===== src/rtl/axis_uart_tx.sv =====
// AXI-stream sink that serializes each accepted word onto a UART-style line:
// one start bit, DATA_WIDTH data bits LSB first, STOP_BITS stop bits.
module axis_uart_tx #(
    parameter int DATA_WIDTH = 8,
    parameter int CLOCK_DIV  = 16,
    parameter int STOP_BITS  = 1
) (
    input  logic                  clock,
    input  logic                  resetn,
    input  logic [DATA_WIDTH-1:0] idata,
    input  logic                  ivalid,
    output logic                  iready,
    output logic                  txd,
    output logic                  busy
);

    localparam int BW = $clog2(CLOCK_DIV);
    localparam int CW = $clog2(DATA_WIDTH + 1);

    localparam logic [BW-1:0] BAUD_LAST = BW'(CLOCK_DIV - 1);
    localparam logic [BW-1:0] BAUD_PRE  = BW'(CLOCK_DIV - 2);
    localparam logic [CW-1:0] DATA_LAST = CW'(DATA_WIDTH - 1);
    localparam logic [CW-1:0] STOP_LAST = CW'(STOP_BITS - 1);

    typedef enum logic [1:0] {
        S_IDLE  = 2'd0,
        S_START = 2'd1,
        S_DATA  = 2'd2,
        S_STOP  = 2'd3
    } state_t;

    state_t                state_r;
    logic [BW-1:0]         baud_cnt_r;
    logic [CW-1:0]         bit_cnt_r;
    logic [DATA_WIDTH-1:0] shift_r;

    logic baud_end_s;
    logic accept_s;
    logic last_stop_s;

    // Bit-period boundary, handshake and final-stop-bit decodes
    always_comb begin
        baud_end_s  = 1'b0;
        accept_s    = 1'b0;
        last_stop_s = 1'b0;
        if (baud_cnt_r == BAUD_LAST) begin
            baud_end_s = 1'b1;
        end else begin
            baud_end_s = 1'b0;
        end
        if (ivalid && iready) begin
            accept_s = 1'b1;
        end else begin
            accept_s = 1'b0;
        end
        if ((state_r == S_STOP) && (bit_cnt_r == STOP_LAST)) begin
            last_stop_s = 1'b1;
        end else begin
            last_stop_s = 1'b0;
        end
    end

    // Frame sequencer; all outputs are driven straight from flops
    always_ff @(posedge clock or negedge resetn) begin
        if (!resetn) begin
            state_r    <= S_IDLE;
            baud_cnt_r <= '0;
            bit_cnt_r  <= '0;
            shift_r    <= '0;
            iready     <= 1'b0;
            txd        <= 1'b1;
            busy       <= 1'b0;
        end else begin
            case (state_r)
                S_IDLE: begin
                    baud_cnt_r <= '0;
                    bit_cnt_r  <= '0;
                    if (accept_s) begin
                        shift_r <= idata;
                        iready  <= 1'b0;
                        busy    <= 1'b1;
                        txd     <= 1'b0;
                        state_r <= S_START;
                    end else begin
                        iready  <= 1'b1;
                        busy    <= 1'b0;
                        txd     <= 1'b1;
                    end
                end

                S_START: begin
                    if (baud_end_s) begin
                        baud_cnt_r <= '0;
                        bit_cnt_r  <= '0;
                        txd        <= shift_r[0];
                        shift_r    <= shift_r >> 1'b1;
                        state_r    <= S_DATA;
                    end else begin
                        baud_cnt_r <= baud_cnt_r + 1'b1;
                    end
                end

                S_DATA: begin
                    if (baud_end_s) begin
                        baud_cnt_r <= '0;
                        if (bit_cnt_r == DATA_LAST) begin
                            bit_cnt_r <= '0;
                            txd       <= 1'b1;
                            state_r   <= S_STOP;
                        end else begin
                            bit_cnt_r <= bit_cnt_r + 1'b1;
                            txd       <= shift_r[0];
                            shift_r   <= shift_r >> 1'b1;
                        end
                    end else begin
                        baud_cnt_r <= baud_cnt_r + 1'b1;
                    end
                end

                S_STOP: begin
                    // Open the input one cycle early so a waiting word follows with no gap
                    if (last_stop_s && (baud_cnt_r == BAUD_PRE)) begin
                        iready <= 1'b1;
                    end else begin
                        iready <= iready;
                    end
                    if (baud_end_s) begin
                        baud_cnt_r <= '0;
                        if (last_stop_s) begin
                            bit_cnt_r <= '0;
                            if (accept_s) begin
                                shift_r <= idata;
                                iready  <= 1'b0;
                                busy    <= 1'b1;
                                txd     <= 1'b0;
                                state_r <= S_START;
                            end else begin
                                busy    <= 1'b0;
                                txd     <= 1'b1;
                                state_r <= S_IDLE;
                            end
                        end else begin
                            bit_cnt_r <= bit_cnt_r + 1'b1;
                        end
                    end else begin
                        baud_cnt_r <= baud_cnt_r + 1'b1;
                    end
                end

                default: begin
                    state_r    <= S_IDLE;
                    baud_cnt_r <= '0;
                    bit_cnt_r  <= '0;
                    iready     <= 1'b0;
                    txd        <= 1'b1;
                    busy       <= 1'b0;
                end
            endcase
        end
    end

endmodule


===== config.mk =====
export PLATFORM = sky130hd
export DESIGN_NAME = axis_uart_tx
export DESIGN_NICKNAME = d
export VERILOG_FILES = /design/src/rtl/axis_uart_tx.sv
export SDC_FILE = /design/constraint.sdc
export NUM_CORES = 1
export LEC_CHECK = 0
export ABC_AREA = 1
export CAP_MARGIN = 20
export CORE_ASPECT_RATIO = 0.5
export CORE_MARGIN = 3
export CORE_UTILIZATION = 39
export DETAILED_ROUTE_END_ITERATION = 10
export DONT_BUFFER_PORTS = 1
export PLACE_DENSITY_LB_ADDON = 0.12
export SYNTH_ARGS = -nofsm -noshare
export SYNTH_HDL_FRONTEND = slang
export SYNTH_SLANG_ARGS = --single-unit

===== constraint.sdc =====
create_clock -name clock -period 3.4 [get_ports clock]
set_clock_uncertainty 0.1 [all_clocks]
set_input_delay 0.34 -clock clock [delete_from_list [all_inputs] [get_ports clock]]
set_output_delay 0.34 -clock clock [all_outputs]
set_load 0.03 [all_outputs]

---- Word-level counts from Yosys, hierarchy flattened ----
Cells that the tools add are included.
word-level totals
  flip-flop bits (word level) ............. 21
  output and inout bits ................... 3
  logic and storage cells ................. 76
  bits of input ports ..................... 11
cells by class
  $add $sub $neg .......................... 2
  mux-type cells .......................... 42
  equality and inequality tests ........... 13
  reductions and logical operators ........ 12
operators with widths
  cell                 count
  $mux 8               6
  $pmux 8 s4           1
  $mux 4               6
  $mux 1               17
  $pmux 4 s4           1
  $ne 2x2->1 const B   7
  $mux 2               6
  $add 4x1->4 const B  2
  $eq 4x4->1 const B   2
  $pmux 2 s4           1
  $pmux 4 s2           1
  $reduce_and 3->1     2
  $reduce_and 6->1     1
  $reduce_and 5->1     1
  $eq 2x2->1 const B   2
  $eq 4x3->1 const B   1
  $logic_not 4->1      1
  $pmux 1 s2           2
  $pmux 1 s4           1
  $reduce_and 4->1     1
  $logic_and 1x1->1    3
  $reduce_or 3->1      1
  $eq 2x1->1 const B   1
  $logic_not 2->1      1
  $reduce_bool 2->1    1

---- Depth between registers and ports, before layout ----
Gate-level depths: netlist (run 1).
  word-level depth ........................ 9
  mapped depth ............................ 10
  gate-level depth less buffers ........... 10

---- Worst setup path after synthesis (run 1) ----
No wires, ideal clock.
  path type ............................... reg2reg
  from .................................... reg state_r[0]
  to ...................................... reg shift_r[0]
  data arrival time ....................... 1.351 ns
  library setup time ...................... 0.118 ns
  buffers on the path ..................... 0
  slack ................................... 1.831 ns
  stages on the path, launching flop included .. 9
  clock period less this slack ............ 1.569 ns
  path through ............................ dfrtp_1 inv_1 ha_1 inv_2 nand2_2 nand2_1 nor2_8 nand3_1 nand2_1
on the way
  longest elaborated chain between the ends .. 5
ends and longest elaborated chain
  item                        RTL line  RTL
  start, declared             32        state_t state_r;
  start signal, assigned      66        state_r <= S_IDLE;
  start signal, assigned      83        state_r <= S_START;
  start signal, assigned      97        state_r <= S_DATA;
  $eq 2x2->1                  56, 74
  $logic_and 1x1->1           56        if ((state_r == S_STOP) && (bit_cnt_r == STOP_LAST)) begin
  $mux 1                      56
  $ne 2x2->1 (no line)        n/a
  $reduce_and 5->1 (no line)  n/a
  end signal, assigned        79        shift_r <= idata;
  end signal, assigned        96        shift_r <= shift_r >> 1'b1;
  end signal, assigned        113       shift_r <= shift_r >> 1'b1;
  end, declared               35        logic [DATA_WIDTH-1:0] shift_r;
Several ways; a longest one is shown, not always the timed one.
A chain may end at the register's enable or synchronous reset.

---- Worst setup path in the final report (run 1) ----
Same ends and word-level chain as after synthesis.

==> flow_summary.toml, run 1 <==
[outcome]
status = "completed"

[cells_and_area]
multiInputGateArea_sq_um = 683
diodes = 0
drive_gt1_share_pct = 12.5
nFillCells = 317
area_growth_pct = 8.98
postLayoutCoreUtil_pct = 45.6
nets = 189
seq_area_sq_um = 527

[clocking]
insertion_delay_ps = 260
cts_tree = "yes"
root_buffer = "clkbuf_8"
clk_pin_slew_ps = 80
cts_made_buffers = 3
cts_max_level = 1
post_cts_resize_count = 0
cts.sinks = 21
clk_path_buf_depth = 2

[critical_path]
r2r-end = "shift_r[0]"
arrival_ps = 2150
critPathMaxFanout = 12
critPathCaptureType = "register"
cp.required_ps = 3510
path_class = "register to register"
cp-endpoint = "shift_r[0]"
reg2reg_depth = 8
rr_startpoint = "state_r[0]"
reg2reg_slack_ps = 1360
startpoint = "state_r[0]"
cp-start-kind = "register"

[floorplan]
design.core.area_sq_um = 3070
die_area_sq_um = 4050
die_x_microns = 87.1
rows = 14
num_io_pins = 14
dieHeight_microns = 46.6
start_util_pct = 41.8

[placement]
gp_congestion = 0.772
numPortBuffers = 0
hpwlAfterDp_microns = 1860

[timing]
clock.fmax_mhz = 490
min_period_ps = 2040
relSlewSlack_pct = 69.2
tightest_slew_ps = 461
setup_viol = 0
slew_violations = 0
tns_ps = 0
timing.final.hold_violations = 0
finalCritPeriodShare_pct = 60.0
rsz0062_at_grt = "no"

[power]
leakage_nw = 0.779
p_int_uw = 679
powerDensity_nw_per_um2 = 957
combPwrFrac_pct = 54.3
ir_worst_vdd_mv = 0.329
switching_share_pct = 49.3
p_switching_uw = 658
clkPwrFrac_pct = 12.6
power_frac_seq_pct = 33.1

[yosys]
ys_types = 24
synth_cells = 163
synth-compound-area-share_pct = 4.29
synth_adder_area_share_pct = 8.78
synth-xor-area-share_pct = 1.37
synth_top_family_by_area = "simple AND/OR/NAND/NOR gates"
synth_nets = 183
ys.warnings.count = 0
synthMuxAreaShare_pct = 0
ys_seq_area_share_pct = 41.1
ys_seq_elements = 21
synthSimpleGateAreaFrac_pct = 38.8
avgSynthCellArea_sq_um = 7.87
synthesis.area_sq_um = 1280

[routing]
ant_nets = 0
drcViolationCount = 0
routed_wl_microns = 2520
vias_per_cell = 4.77
wire_per_inst_microns = 12.1
firstDrtPassIters = 4
drtIter0Drc = 33
vias = 992

[min_path]
hold_class = "input pin to register"
hp-start = "idata[7]"

[global_routing]
track_usage_pct = 13.4
grt_pass1_vias = 882
antenna_found_initial = 0
grt_pass1_wl_microns = 4050
overflow = 0
grt_max_degree = 22

[job]
maxCapViolCount = 0
## cell families (layout without fill, tap and decap cells)
family | after synthesis | after routing
AND/OR/NAND/NOR | 102 | 102
adder cells (fa/ha/maj) | 9 | 9
buffers and inverters | 19 | 24
flip-flops | 21 | 21
AO/OA/AOI/OAI | 10 | 10
XOR/XNOR | 2 | 2
## worst max-delay path, stage by stage, from the launching register on
cell,delay [ps]
dfrtp_1,420
inv_1,110
ha_1,530
inv_2,180
nand2_2,150
nand2_1,140
nor2_8,180
nand3_1,90
nand2_1,70
## Yosys cell counts, drive strengths merged
library cell / instances / area [sq um]
dfstp: 1 / 26.3
o21ai: 7 / 38.8
ha: 9 / 113
inv: 18 / 67.6
nand2: 69 / 282
nor2: 8 / 53.8
o22ai: 1 / 6.26
dfrtp: 20 / 500
nand3: 20 / 113
nand4: 3 / 40.0
buf: 1 / 5.00
xor2: 2 / 17.5
nor3: 2 / 10.0
a21oi: 2 / 10.0
## layout by cell type (no fill, tap or decap), types with 5 or more instances in the layout
cell,instances
nand2_1,64
dfrtp_1,20
nand3_1,19
inv_1,13
ha_1,9
nor2_1,6
inv_2,5
## stage by stage
step           hold WS, ps  power, mW  setup slack [ps]  cells  instance area [sq um]
2_1_floorplan        -55.6       1.04              1830    163                   1280
6_report               193       1.34              1360    208                   1400
4_1_cts                190       1.35              1340    207                   1380
3_5_place_dp         -55.1       1.18              1330    202                   1330
3_3_place_gp         -55.0       1.17              1440    202                   1330
5_1_grt                231       1.48              1170    208                   1400
## timing repair
item                      in CTS  in global routing
hold buffers                   1                  0
buffers inserted               0                  0
hold endpoints to repair      21                  0
## routing by layer
layer  global-route usage, %  part of all wire (%)  up-vias
li1                        -                     -      530
met1                    18.4                    52      444
met2                    21.3                    43       16
met3                    4.82                   4.7        2
met4                   0.917                  0.24        0
met5                       0                     0        -
## area by class of cell
type	count	area share, %
sequential	21	37.7
multi-input combinational	123	48.9
clock buffer	4	3.22
timing repair buffer	2	1.79
inverter	18	4.83
tap	40	3.58
## power by group through the flow
stage / Sequential, mW / Combinational, mW / Clock, mW
after floorplan: 0.432 / 0.605 / 0
after global placement: 0.448 / 0.720 / 0
after detailed placement: 0.449 / 0.727 / 0
after CTS: 0.444 / 0.738 / 0.174
after global routing: 0.456 / 0.846 / 0.181
final: 0.442 / 0.726 / 0.169
## state kept, by name, summed over array words and instances (netlist names)
name,flops
busy,1
shift_r,8
iready,1
baud_cnt_r,4
state_r,2
bit_cnt_r,4
txd,1
## worst min path at each step
stage	endpoint	slack [ps]	cells past startpoint
floorplan	baud_cnt_r[0]	-60	0
global placement	bit_cnt_r[3]	-60	0
detailed placement	bit_cnt_r[3]	-60	0
CTS	shift_r[7]	190	4
global route	shift_r[5]	230	4
finish	shift_r[7]	190	4
Note: power is estimated with default switching activity, not from simulation.
==> inputs of run 2 (changes only) <==
==> constraint.sdc (replaced) <==
create_clock -name clock -period 1.9 [get_ports clock]
set_clock_uncertainty 0.1 [all_clocks]
set_input_delay 0.19 -clock clock [delete_from_list [all_inputs] [get_ports clock]]
set_output_delay 0.19 -clock clock [all_outputs]
set_load 0.03 [all_outputs]
==> run 2 against run 1 <==
  * Die area did not move
  * Sequential share of layout area fell by 0.40 points
  * Non-clock buffer count rose by 2
  * Largest cell class unchanged
  * Sequential power rose by 79%
  * Cell count rose by 0.96%
  * Worst hold slack got worse by 150 ps
  * Sequential cell count did not move
  * Total power rose by 84%
  * First-iteration DRC count fell by 3.0%
==> flow_summary.toml, run 2 (synthesis results as in run 1) <==
[critical_path]
critPathTopFamily = "simple AND/OR/NAND/NOR gates"
cp-start-kind = "register"
critPathMaxFanout = 8
crit_buf_inv = 1
cpMostUsedCell = "nand2_1"
cp_slowest_cell = "dfrtp_1"
crit_path_max_incr_delay_ps = 420
arrival_ps = 1740
critPathCaptureType = "register"
crit_chain = "inv_1, ha_1, nor2_1, nand2_1, nand2_4, nand4_4, nand2_1, nand2_1"
cp.required_ps = 1950
path_class = "register to register"

[routing]
drcViolationCount = 0
ant_nets = 0
firstDrtPassIters = 4
wire_per_inst_microns = 12.1
vias_per_cell = 4.95
routed_wl_microns = 2530
drtIter0Drc = 32
vias = 1039

[timing]
tns_ps = 0
clock.fmax_mhz = 592
setup_viol = 0
tightest_slew_ps = 576
slew_violations = 0
timing.final.hold_violations = 0
relSlewSlack_pct = 61.4
rsz0062_at_grt = "no"
holdWs_ps = 46.2
finalCritPeriodShare_pct = 88.9
min_period_ps = 1690

[clocking]
root_buffer = "clkbuf_8"
post_cts_resize_count = 0
cts_made_buffers = 3
post-cts-setup-buffers = 0
clk_path_buf_depth = 2
cts.sinks = 21
cts_max_level = 1
cts_hold_buf = 1
clk_pin_slew_ps = 80
cts_tree = "yes"
insertion_delay_ps = 260

[cells_and_area]
most-common-layout-cells = "nand2_1 (64), dfrtp_1 (20), nand3_1 (19)"
nets = 191
diodes = 0
largest_reg_flops = 8
layout_commonest_cell = "nand2_1"
drive_gt1_share_pct = 13.5
seq_area_sq_um = 527
postLayoutCoreUtil_pct = 46.1
design_area_sq_um = 1410
nFillCells = 304
largestRegisters = "shift_r (8), baud_cnt_r (4), bit_cnt_r (4)"
top_register = "shift_r"
multiInputGateArea_sq_um = 683
area_growth_pct = 10.1

[placement]
numPortBuffers = 0
hpwlAfterDp_microns = 1870
place_area_sq_um = 1340
gp_congestion = 0.792

[floorplan]
rows = 14
start_util_pct = 41.8
dieHeight_microns = 46.6
die_area_sq_um = 4050
num_io_pins = 14
die_x_microns = 87.1
design.core.area_sq_um = 3070

[global_routing]
grt_max_degree = 22
grt_pass1_wl_microns = 4360
antenna_found_initial = 0
track_usage_pct = 14.4
grt_pass1_vias = 929
overflow = 0

[power]
ir_worst_vdd_mv = 0.702
leakage_nw = 0.788
powerDensity_nw_per_um2 = 1740

[outcome]
status = "completed"

[min_path]
hold_class = "input pin to register"

[job]
maxCapViolCount = 0
==> run 2: layout make-up <==
cell class	instances	area share (%)
inverters	18	4.78
well taps	40	3.54
multi-input cells	123	48.4
repair buffers	4	2.83
clock buffers	4	3.19
flip-flops and latches	21	37.3
==> run 2: report_power, final <==
part / internal, mW / total [mW] / switching (mW) / leakage (nW)
Sequential: 0.619 / 0.793 / 0.174 / 0.269
Combinational: 0.491 / 1.37 / 0.879 / 0.497
Clock: 0.149 / 0.297 / 0.148 / 0.0228
==> run 2: tightest hold or removal path, stage by stage <==
cell     delay [ps]
inv_1            40
nor2_1           40
nand3_1          70
nand2_1          40
==> run 2: metal layers <==
layer	vias to the layer above	share of wire, %	GRT usage [%]
met2	14	44	22.5
met5	-	0	0
met4	0	0.47	2.75
li1	532	-	-
met3	2	3.2	4.29
met1	491	52	20.1
==> run 2: final timing paths <==
kind | depth (start not counted) | slack (ps) | from | end
worst max-delay path | 8 | 210 | state_r[0] | shift_r[6]
worst min-delay path | 4 | 50 | idata[7] | shift_r[7]
worst max register to register | 8 | 210 | state_r[0] | shift_r[6]
worst min register to register | 2 | 380 | shift_r[7] | shift_r[7]
max in group asynchronous | 2 | 960 | resetn | bit_cnt_r[0]
min in group asynchronous | 1 | 260 | resetn | bit_cnt_r[1]
==> run 2: per-stage QoR <==
| stage | power, mW | setup slack (ps) | instances |
|---|---|---|---|
| after global routing | 2.71 | 34.4 | 210 |
| after global placement | 2.15 | 253 | 204 |
| final | 2.46 | 211 | 210 |
| after detailed placement | 2.17 | 203 | 204 |
| after floorplan | 1.85 | 331 | 163 |
| after CTS | 2.49 | 207 | 209 |
==> inputs of run 3 (changes only) <==
--- a/config.mk
+++ b/config.mk
@@ -13,6 +13,8 @@
 export DETAILED_ROUTE_END_ITERATION = 10
 export DONT_BUFFER_PORTS = 1
 export PLACE_DENSITY_LB_ADDON = 0.12
+export RECOVER_POWER = 100
+export SLEW_MARGIN = 20
 export SYNTH_ARGS = -nofsm -noshare
 export SYNTH_HDL_FRONTEND = slang
 export SYNTH_SLANG_ARGS = --single-unit
==> constraint.sdc (replaced) <==
create_clock -name clock -period 1.65 [get_ports clock]
set_clock_uncertainty 0.1 [all_clocks]
set_input_delay 0.165 -clock clock [delete_from_list [all_inputs] [get_ports clock]]
set_output_delay 0.165 -clock clock [all_outputs]
set_load 0.03 [all_outputs]
==> run 3 against run 2 <==
  * Via count down 0.77%
  * First-iteration DRC count is 25% lower
  * Cell count up 3.8%
  * Worst hold slack worse by 24 ps
  * Sequential power is 13% higher
  * Combinational power increased by 35%
  * Routed wire length grew 6.1%
  * Maximum frequency grew 6.7%
  * Critical path depth grew 2
  * Register-to-register slack got worse by 140 ps
  * Non-clock buffer count increased by 8
  * Global-route usage shrank 0.20 points
==> flow_summary.toml, run 3 (synthesis results as in run 1) <==
[global_routing]
grt_pass1_wl_microns = 4310
grt_max_degree = 22
grt_pass1_vias = 902
overflow = 0
track_usage_pct = 14.2
antenna_found_initial = 0

[routing]
drcViolationCount = 0
vias = 1031
drtIter0Drc = 24
routed_wl_microns = 2690
wire_per_inst_microns = 12.3
vias_per_cell = 4.73
firstDrtPassIters = 4
ant_nets = 0

[floorplan]
die_x_microns = 87.1
num_io_pins = 14
design.core.area_sq_um = 3070
dieHeight_microns = 46.6
rows = 14
start_util_pct = 41.8
die_area_sq_um = 4050

[timing]
layout_setup_ws_ps = 67.2
relSlewSlack_pct = 63.4
min_period_ps = 1580
timing.final.hold_violations = 0
tightest_slew_ps = 548
slew_violations = 0
finalCritPeriodShare_pct = 95.9
clock.fmax_mhz = 632
setup_viol = 0

[critical_path]
critPathMaxFanout = 5
crit_chain = "inv_2, ha_4, nor2_2, nand2_1, nand2_4, inv_2, nor2_4, nand2_2, nand2_1, nand2_1"
cp_slowest_cell = "dfrtp_1"
arrival_ps = 1640
cpMostUsedCell = "nand2_1"
crit_path_max_incr_delay_ps = 430
cp.required_ps = 1700
path_class = "register to register"
cp-start-kind = "register"
critPathCaptureType = "register"

[clocking]
cts.sinks = 21
clk_pin_slew_ps = 80
cts_max_level = 1
cts_made_buffers = 3
root_buffer = "clkbuf_8"
cts_tree = "yes"
insertion_delay_ps = 260
clk_path_buf_depth = 2

[power]
leakage_nw = 0.818
ir_worst_vdd_mv = 0.803
powerDensity_nw_per_um2 = 2040

[cells_and_area]
postLayoutCoreUtil_pct = 49.2
nets = 199
nFillCells = 302
largest_reg_flops = 8
most-common-layout-cells = "nand2_1 (63), nand3_1 (19), dfrtp_1 (19)"
diodes = 0
largestRegisters = "shift_r (8), baud_cnt_r (4), bit_cnt_r (4)"
drive_gt1_share_pct = 21.9
layout_commonest_cell = "nand2_1"
design_area_sq_um = 1510
top_register = "shift_r"
area_growth_pct = 17.7

[placement]
numPortBuffers = 0
place_area_sq_um = 1370
gp_congestion = 0.813
hpwlAfterDp_microns = 1890
pre_cts_slack_ps = -52.6

[job]
maxCapViolCount = 0

[min_path]
hold_class = "input pin to register"

[outcome]
status = "completed"
-- run 3: layer usage --
layer  vias up  track usage (%)  routed length (microns)
met5         -                0                        0
met4         0             2.75                       13
met3         2             4.29                       79
met2        14             21.3                     1150
met1       469             20.3                     1450
li1        546                -                        -
-- run 3: power by group --
group	switching, mW	internal [mW]	total (mW)	leakage [nW]
combinational	1.10	0.747	1.85	0.528
sequential	0.183	0.715	0.898	0.267
clock	0.168	0.172	0.340	0.0228
total	1.45	1.63	3.09	0.818
-- run 3: what timing repair did --
| item | CTS | global route |
|---|---|---|
| pin swaps | 1 | 5 |
| hold endpoints to repair | 21 | 20 |
| gates resized for setup | 2 | 10 |
| buffers inserted | 2 | 3 |
| hold buffers | 1 | 1 |
| setup endpoints to repair | 11 | 11 |
-- run 3: area by class of cell --
| cell class | count | area [sq um] | area share [%] |
|---|---|---|---|
| repair buffers | 12 | 90.1 | 5.97 |
| flip-flops and latches | 21 | 528 | 35.0 |
| inverters | 18 | 67.6 | 4.48 |
| well taps | 40 | 50.0 | 3.32 |
| multi-input cells | 123 | 728 | 48.3 |
| clock buffers | 4 | 45.0 | 2.99 |
-- run 3: metrics by stage --
step | total power [mW] | hold WS, ps | instances | setup TNS, ps
floorplan | 2.14 | -231 | 163 | 0
global route | 3.41 | 39.1 | 218 | -30.3
CTS | 2.97 | 18.0 | 214 | 0
finish | 3.09 | 21.8 | 218 | 0
global placement | 2.53 | -230 | 207 | -370
detailed placement | 2.54 | -230 | 207 | -425
-- run 3: critical path: cells and delay by family, from the launching register on --
family	cells	cell delay, ps
adder cells (fa/ha/maj)	1	190
flip-flops	1	430
buffers and inverters	2	170
AND/OR/NAND/NOR	7	570
-- run 3: worst paths after layout --
| kind | from | cells after the start | slack [ps] | end |
|---|---|---|---|---|
| hold / removal | idata[7] | 4 | 20 | shift_r[7] |
| setup / recovery | state_r[0] | 10 | 70 | state_r[1] |
| setup reg to reg | state_r[0] | 10 | 70 | state_r[1] |
| min in group asynchronous | resetn | 2 | 320 | baud_cnt_r[3] |
| max in group asynchronous | resetn | 2 | 730 | state_r[1] |
| hold reg to reg | shift_r[0] | 2 | 380 | shift_r[0] |
